$ cat src/rtl/branch_resolve_unit.sv
// ---------------------------------------------------------------------------
// branch_resolve_unit
//   EX-stage branch resolution. Computes the real next PC of a conditional
//   branch / JAL / JALR, compares it with the PC predicted at fetch, and
//   drives the pipeline flush, the PC redirect, the predictor update port and
//   two saturating performance counters.
//
// Ports
//   clk, reset          clock, synchronous active-high reset
//   ex_valid            ID/EX holds a live instruction
//   is_stall            EX instruction does not resolve this cycle
//   is_branch/jal/jalr  control-flow kind of the EX instruction
//   bcond               ALU branch condition
//   ex_pc, ex_predicted_pc, ex_imm, ex_rs1   EX operands
//   actual_pc           resolved next PC (combinational)
//   mispredict          resolved this cycle with a wrong prediction
//   flush_if_id/id_ex   squash the younger pipeline registers at next edge
//   redirect_valid/pc   registered PC redirect (one-cycle pulse, pc holds)
//   upd_valid/pc/target/taken  registered predictor update (pulse, data holds)
//   branch_count        resolved control-flow instructions (saturating)
//   mispredict_count    mispredictions (saturating)
// ---------------------------------------------------------------------------
module branch_resolve_unit #(
  parameter int XLEN  = 32,
  parameter int CNT_W = 32
) (
  input  logic             clk,
  input  logic             reset,
  input  logic             ex_valid,
  input  logic             is_stall,
  input  logic             is_branch,
  input  logic             is_jal,
  input  logic             is_jalr,
  input  logic             bcond,
  input  logic [XLEN-1:0]  ex_pc,
  input  logic [XLEN-1:0]  ex_predicted_pc,
  input  logic [XLEN-1:0]  ex_imm,
  input  logic [XLEN-1:0]  ex_rs1,
  output logic [XLEN-1:0]  actual_pc,
  output logic             mispredict,
  output logic             flush_if_id,
  output logic             flush_id_ex,
  output logic             redirect_valid,
  output logic [XLEN-1:0]  redirect_pc,
  output logic             upd_valid,
  output logic [XLEN-1:0]  upd_pc,
  output logic [XLEN-1:0]  upd_target,
  output logic             upd_taken,
  output logic [CNT_W-1:0] branch_count,
  output logic [CNT_W-1:0] mispredict_count
);

  localparam logic [0:0] S_IDLE  = 1'b0;
  localparam logic [0:0] S_FLUSH = 1'b1;

  // JALR clears bit 0 of its computed target.
  localparam logic [XLEN-1:0] JALR_MASK = {{(XLEN-1){1'b1}}, 1'b0};

  logic [0:0]       r_state;
  logic             r_redirect_valid;
  logic [XLEN-1:0]  r_redirect_pc;
  logic             r_upd_valid;
  logic [XLEN-1:0]  r_upd_pc;
  logic [XLEN-1:0]  r_upd_target;
  logic             r_upd_taken;
  logic [CNT_W-1:0] r_branch_count;
  logic [CNT_W-1:0] r_mispredict_count;

  logic             w_is_ctl;
  logic             w_taken;
  logic [XLEN-1:0]  w_pc_rel;
  logic [XLEN-1:0]  w_jalr_tgt;
  logic [XLEN-1:0]  w_target;
  logic [XLEN-1:0]  w_seq_pc;
  logic [XLEN-1:0]  w_actual_pc;
  logic             w_resolve;
  logic             w_mispredict;
  logic             w_flush;
  logic             w_branch_sat;
  logic             w_mispred_sat;

  // -------------------------------------------------------------------------
  // Target / next-PC computation (all sums wrap mod 2^XLEN)
  // -------------------------------------------------------------------------
  assign w_is_ctl   = is_branch | is_jal | is_jalr;
  assign w_taken    = is_jal | is_jalr | (is_branch & bcond);
  assign w_pc_rel   = ex_pc + ex_imm;
  assign w_jalr_tgt = (ex_rs1 + ex_imm) & JALR_MASK;
  assign w_target   = is_jalr ? w_jalr_tgt : w_pc_rel;
  assign w_seq_pc   = ex_pc + XLEN'(4);
  assign w_actual_pc = w_taken ? w_target : w_seq_pc;

  // The instruction in EX during FLUSH is wrong-path, so only IDLE resolves.
  // Reset masks the combinational strobes so nothing leaks out in that cycle.
  assign w_resolve    = ~reset & ex_valid & w_is_ctl & ~is_stall & (r_state == S_IDLE);
  assign w_mispredict = w_resolve & (w_actual_pc != ex_predicted_pc);
  // Cycle T kills the two wrong-path instructions already in IF/ID and ID/EX;
  // T+1 (FLUSH) kills the one fetched during T before the redirect lands.
  assign w_flush      = ~reset & (w_mispredict | (r_state == S_FLUSH));

  assign w_branch_sat  = &r_branch_count;
  assign w_mispred_sat = &r_mispredict_count;

  // -------------------------------------------------------------------------
  // Flush FSM: one extra flush cycle after every mispredict
  // -------------------------------------------------------------------------
  always_ff @(posedge clk) begin
    if (reset) begin
      r_state <= S_IDLE;
    end else begin
      case (r_state)
        S_IDLE:  r_state <= w_mispredict ? S_FLUSH : S_IDLE;
        S_FLUSH: r_state <= S_IDLE;
        default: r_state <= S_IDLE;
      endcase
    end
  end

  // -------------------------------------------------------------------------
  // Redirect: valid pulses for one cycle, target holds afterwards
  // -------------------------------------------------------------------------
  always_ff @(posedge clk) begin
    if (reset) begin
      r_redirect_valid <= 1'b0;
      r_redirect_pc    <= '0;
    end else begin
      r_redirect_valid <= w_mispredict;
      if (w_mispredict) r_redirect_pc <= w_actual_pc;
    end
  end

  // -------------------------------------------------------------------------
  // Predictor update: every resolve trains the predictor, hit or miss
  // -------------------------------------------------------------------------
  always_ff @(posedge clk) begin
    if (reset) begin
      r_upd_valid  <= 1'b0;
      r_upd_pc     <= '0;
      r_upd_target <= '0;
      r_upd_taken  <= 1'b0;
    end else begin
      r_upd_valid <= w_resolve;
      if (w_resolve) begin
        r_upd_pc     <= ex_pc;
        r_upd_target <= w_actual_pc;
        r_upd_taken  <= w_taken;
      end
    end
  end

  // -------------------------------------------------------------------------
  // Saturating performance counters
  // -------------------------------------------------------------------------
  always_ff @(posedge clk) begin
    if (reset) begin
      r_branch_count     <= '0;
      r_mispredict_count <= '0;
    end else begin
      if (w_resolve && !w_branch_sat)     r_branch_count     <= r_branch_count + 1'b1;
      if (w_mispredict && !w_mispred_sat) r_mispredict_count <= r_mispredict_count + 1'b1;
    end
  end

  assign actual_pc        = w_actual_pc;
  assign mispredict       = w_mispredict;
  assign flush_if_id      = w_flush;
  assign flush_id_ex      = w_flush;
  assign redirect_valid   = r_redirect_valid;
  assign redirect_pc      = r_redirect_pc;
  assign upd_valid        = r_upd_valid;
  assign upd_pc           = r_upd_pc;
  assign upd_target       = r_upd_target;
  assign upd_taken        = r_upd_taken;
  assign branch_count     = r_branch_count;
  assign mispredict_count = r_mispredict_count;

endmodule

$ cat config.mk
export PLATFORM = sky130hd
export DESIGN_NAME = branch_resolve_unit
export DESIGN_NICKNAME = d
export VERILOG_FILES = /design/src/rtl/branch_resolve_unit.sv
export SDC_FILE = /design/constraint.sdc
export NUM_CORES = 1
export LEC_CHECK = 0
export CAP_MARGIN = 20
export CORE_MARGIN = 4
export CORE_UTILIZATION = 40
export CTS_CLUSTER_SIZE = 8
export DETAILED_ROUTE_END_ITERATION = 8
export PLACE_DENSITY = 0.7
export RECOVER_POWER = 25
export SLEW_MARGIN = 20
export SYNTH_ARGS = -nofsm -noshare
export SYNTH_HDL_FRONTEND = slang
export SYNTH_SLANG_ARGS = --single-unit
$ cat constraint.sdc
create_clock -name clk -period 5.9 [get_ports clk]
set_input_delay 1.18 -clock clk [delete_from_list [all_inputs] [get_ports clk]]
set_output_delay 1.18 -clock clk [all_outputs]
set_load 0.01 [all_outputs]
==> metrics.txt <==
element type at the critical path end=primary output; clock buffers created by TritonCTS=17; Slew @ Worst Pin=0.931 ns; Antenna Violating Nets Remaining=0; relative max-transition margin=37.9%; period utilisation layout=101%; area fraction of the dominant cell type after synthesis=27.0%; Core Rows=63; dominant cells by area after synthesis=sky130_fd_sc_hd__dfxtp_1, sky130_fd_sc_hd__a21oi_1, sky130_fd_sc_hd__nand2_1, sky130_fd_sc_hd__ha_1, sky130_fd_sc_hd__xor2_1; synthesized area=12,200 um^2; area enclosed by the die boundary=33,300 um^2; worst clock skew=0.0166 ns; number of primary I/O pins=334; peak ir drop on the vdd network=0.216 mV; vias per cell=5.74; RSZ-0062 raised after global routing=true; Core Area=29,800 um^2; setup slack on the worst flop-to-flop path=2.61 ns; Slew Limit Fails=0; Yosys Warn Count=0; share of synthesized registers carrying an async set or reset=0%; die width=182 um; Max Cap Viol=0; clock edge transition at the registers on the reported setup and hold paths=0.07 ns; layout cell share with drive strength beyond 1=30.7%; number of port buffers=333; Max Clk Rate=167 MHz; critical path class=in -> out; Worst path slowest cell=sky130_fd_sc_hd__a2111o_1; detailed router's first-iteration violation count=1,318; wire length of the first global-routing pass=85.8 mm; sequential area share after synthesis=27.0%; CP delay by family, top=compound AO/OA/AOI/OAI gates; global-route usage over all layers=32.6%; post-synthesis register bit count=164; violated checks=setup timing; mean instance size in the synthesized netlist=7.42 um^2; startpoint type of the worst setup path=input port; clock network latency to the later pin of the worst-skew pair=0.44 ns; worst path required time=4.72 ns; post-route cell area=20,800 um^2; detailed-router iteration count before antenna repair=7; Hold Path End=upd_target[14]$_SDFFE_PP0P_; placed wire-length estimate after detailed placement=45.5 mm; Final #Nets=2,523; Total Routed Length=57.6 mm; CTS hold repair buffers=0; Synth top cells by count=sky130_fd_sc_hd__nand2_1, sky130_fd_sc_hd__a21oi_1, sky130_fd_sc_hd__dfxtp_1, sky130_fd_sc_hd__nor2_1, sky130_fd_sc_hd__o21ai_0; Post-synth EDFFs=0; final estimated routing congestion in global placement=0.979; cell accounting for the most synthesized area=sky130_fd_sc_hd__dfxtp_1; standby leakage power=8.55 nW; crit path buf inv count=3; syn nets=1,842; antenna violations before repair=0; cell area after placement=18,500 um^2; end of the worst register-to-register path=branch_count[31]$_SDFFE_PP0P_; starting density of the core=40.8%; outcome=finished, violations left; final critical delay including setup and external delays=5.98 ns; number of instances in the synthesized netlist=1,640; Tightest Hold Check Type=reg -> reg; most frequently used flop master after synthesis=sky130_fd_sc_hd__dfxtp_1; library cell with the highest instance count after synthesis=sky130_fd_sc_hd__nand2_1; vias in the first global route=15,000; post-detailed-route wirelength per cell=21.1 um; area added between synthesis and finish=70.9%; CP cell instances=clkbuf_2 -> ha_4 -> a21oi_1 -> buf_4 -> o221ai_1 -> a31oi_4 -> o22ai_4 -> or3_4 -> a21oi_2 -> nor4_2 -> a2111o_1 -> a2111oi_4 -> and4_4 -> nor2_4 -> a21o_1 -> buf_2; root buffer cell=sky130_fd_sc_hd__clkbuf_16; distinct cell type count after synthesis=93; CTS H-Tree Depth=4; total global routing overflow=0; power density over cell area=193 nW/um^2; instance count on the critical path=16; number of inserted filler cells in the final layout=2,472; TritonCTS clock tree=yes; FF-to-FF Start=branch_count[14]$_SDFFE_PP0P_; Setup Slack @ Placement=-0.999 ns; non-filler instance count after layout=2,725; height of the chip=182 um; # DRC=0; worst r2r path cells=12; setup violators final=3; Worst Hold Margin=0.451 ns; hold path depth=2; TritonCTS Sinks=164; final cell utilization of the core=69.8%; count of endpoints failing hold in the final timing report=0; placed cells=2,651; crit path max fanout=3; Arr. time, crit path=4.80 ns; Critical Path Max Stage Delay=0.42 ns; setup slack of the critical path after layout=-0.0750 ns; startpoint of the worst hold path=upd_target[14]$_SDFFE_PP0P_; pin count of the biggest net entering global routing=90; via total after detailed routing=15,600; maximum count of clock buffers along a single path=2
where the power goes:
group | internal [mW] | switching, mW
sequential | 1.14 | 0.0143
clock | 0.568 | 0.540
combinational | 0.860 | 0.899
worst register-to-register path: cells and delay by family, from the launching register on:
family / cells / cell delay, ns
AO/OA/AOI/OAI: 2 / 0.59
AND/OR/NAND/NOR: 9 / 2.00
flip-flops: 1 / 0.39
buffers and inverters: 1 / 0.22
stage by stage:
step / setup TNS (ns) / total power, mW
2_1_floorplan: 0 / 1.81
3_3_place_gp: -8.38 / 2.66
3_5_place_dp: -9.00 / 2.67
4_1_cts: 0 / 3.91
5_1_grt: -0.374 / 4.18
6_report: -0.173 / 4.02
final cells by class:
cell class | instances | area (um^2) | share of cell area (%)
Antenna cell | 1 | 2.50 | 0.0120
Clock buffer | 17 | 425 | 2.05
Clock inverter | 15 | 166 | 0.800
Inverter | 24 | 92.6 | 0.445
Multi-Input combinational cell | 1351 | 9830 | 47.3
Sequential cell | 164 | 3280 | 15.8
Tap cell | 390 | 488 | 2.35
Timing Repair Buffer | 763 | 6500 | 31.3
placed cells by master, fill, tap and decap left out, types with 9 or more instances in the layout:
cell                              instances
sky130_fd_sc_hd__buf_4                  417
sky130_fd_sc_hd__nand2_1                229
sky130_fd_sc_hd__clkdlybuf4s50_1        178
sky130_fd_sc_hd__dfxtp_1                164
sky130_fd_sc_hd__a21oi_1                148
sky130_fd_sc_hd__nor2_1                 139
sky130_fd_sc_hd__dlygate4sd3_1           89
sky130_fd_sc_hd__nand3_1                 75
sky130_fd_sc_hd__o21ai_0                 70
sky130_fd_sc_hd__xor2_1                  59
sky130_fd_sc_hd__nand4_1                 52
sky130_fd_sc_hd__xnor2_1                 39
sky130_fd_sc_hd__ha_4                    37
sky130_fd_sc_hd__a21oi_2                 30
sky130_fd_sc_hd__and3_1                  26
sky130_fd_sc_hd__ha_1                    26
sky130_fd_sc_hd__nor3_1                  24
sky130_fd_sc_hd__dlygate4sd2_1           24
sky130_fd_sc_hd__inv_1                   23
sky130_fd_sc_hd__or3_1                   18
sky130_fd_sc_hd__clkbuf_2                18
sky130_fd_sc_hd__a211oi_1                17
sky130_fd_sc_hd__clkbuf_16               17
sky130_fd_sc_hd__o21ai_1                 16
sky130_fd_sc_hd__buf_6                   15
sky130_fd_sc_hd__o21ai_2                 14
sky130_fd_sc_hd__a21o_1                  13
sky130_fd_sc_hd__nor4_1                  13
sky130_fd_sc_hd__a21oi_4                 12
sky130_fd_sc_hd__o21a_1                  12
sky130_fd_sc_hd__mux2i_1                 12
sky130_fd_sc_hd__and2_1                  11
sky130_fd_sc_hd__o31a_1                  10
sky130_fd_sc_hd__nor2b_1                 10
sky130_fd_sc_hd__mux2_1                  10
sky130_fd_sc_hd__dlymetal6s2s_1          10
sky130_fd_sc_hd__o211ai_1                 9
worst max-delay path by stage:
stage,from,to,slack (ns)
6_report,ex_pc[7],flush_if_id,-0.08
5_1_grt,ex_pc[7],flush_if_id,-0.14
4_1_cts,ex_rs1[13],flush_if_id,0.0007
3_5_place_dp,ex_imm[0],flush_if_id,-1.0
3_3_place_gp,ex_imm[0],flush_id_ex,-1.0
2_1_floorplan,ex_pc[0],flush_if_id,0.02
routing by layer:
metal,global-route usage (%),wire [um],vias up
met5,0,0,-
met1,43.1,24500,7519
met4,10.9,2260,0
met3,4.84,4110,113
li1,-,-,7363
met2,54.7,26700,639
kinds of logic (layout without fill, tap and decap cells):
| kind of cell | Yosys count | after routing | share of synthesized area, % |
|---|---|---|---|
| AO/OA/AOI/OAI | 463 | 463 | 24.1 |
| multiplexers | 25 | 25 | 2.18 |
| buffers and inverters | 125 | 819 | 4.36 |
| other | 0 | 1 | 0 |
| adder cells (fa/ha/maj) | 66 | 66 | 6.91 |
| XOR/XNOR | 113 | 113 | 8.13 |
| flip-flops | 164 | 164 | 27.0 |
| AND/OR/NAND/NOR | 684 | 684 | 27.3 |
sequential cells by signal, indices dropped and copies added (netlist names):
signal / cells
branch_count: 32
mispredict_count: 32
redirect_pc: 32
upd_pc: 32
upd_target: 32
r_state: 1
redirect_valid: 1
upd_taken: 1
upd_valid: 1
repair_timing:
action                                 in CTS  in global routing
setup endpoints to repair                   4                  3
pin swaps                                  98                 89
gates resized for setup                   265                143
setup buffers                              26                 17
gates cloned                                0                  0
endpoints found under the hold margin       0                  0
(Power assumes the default switching activity.)
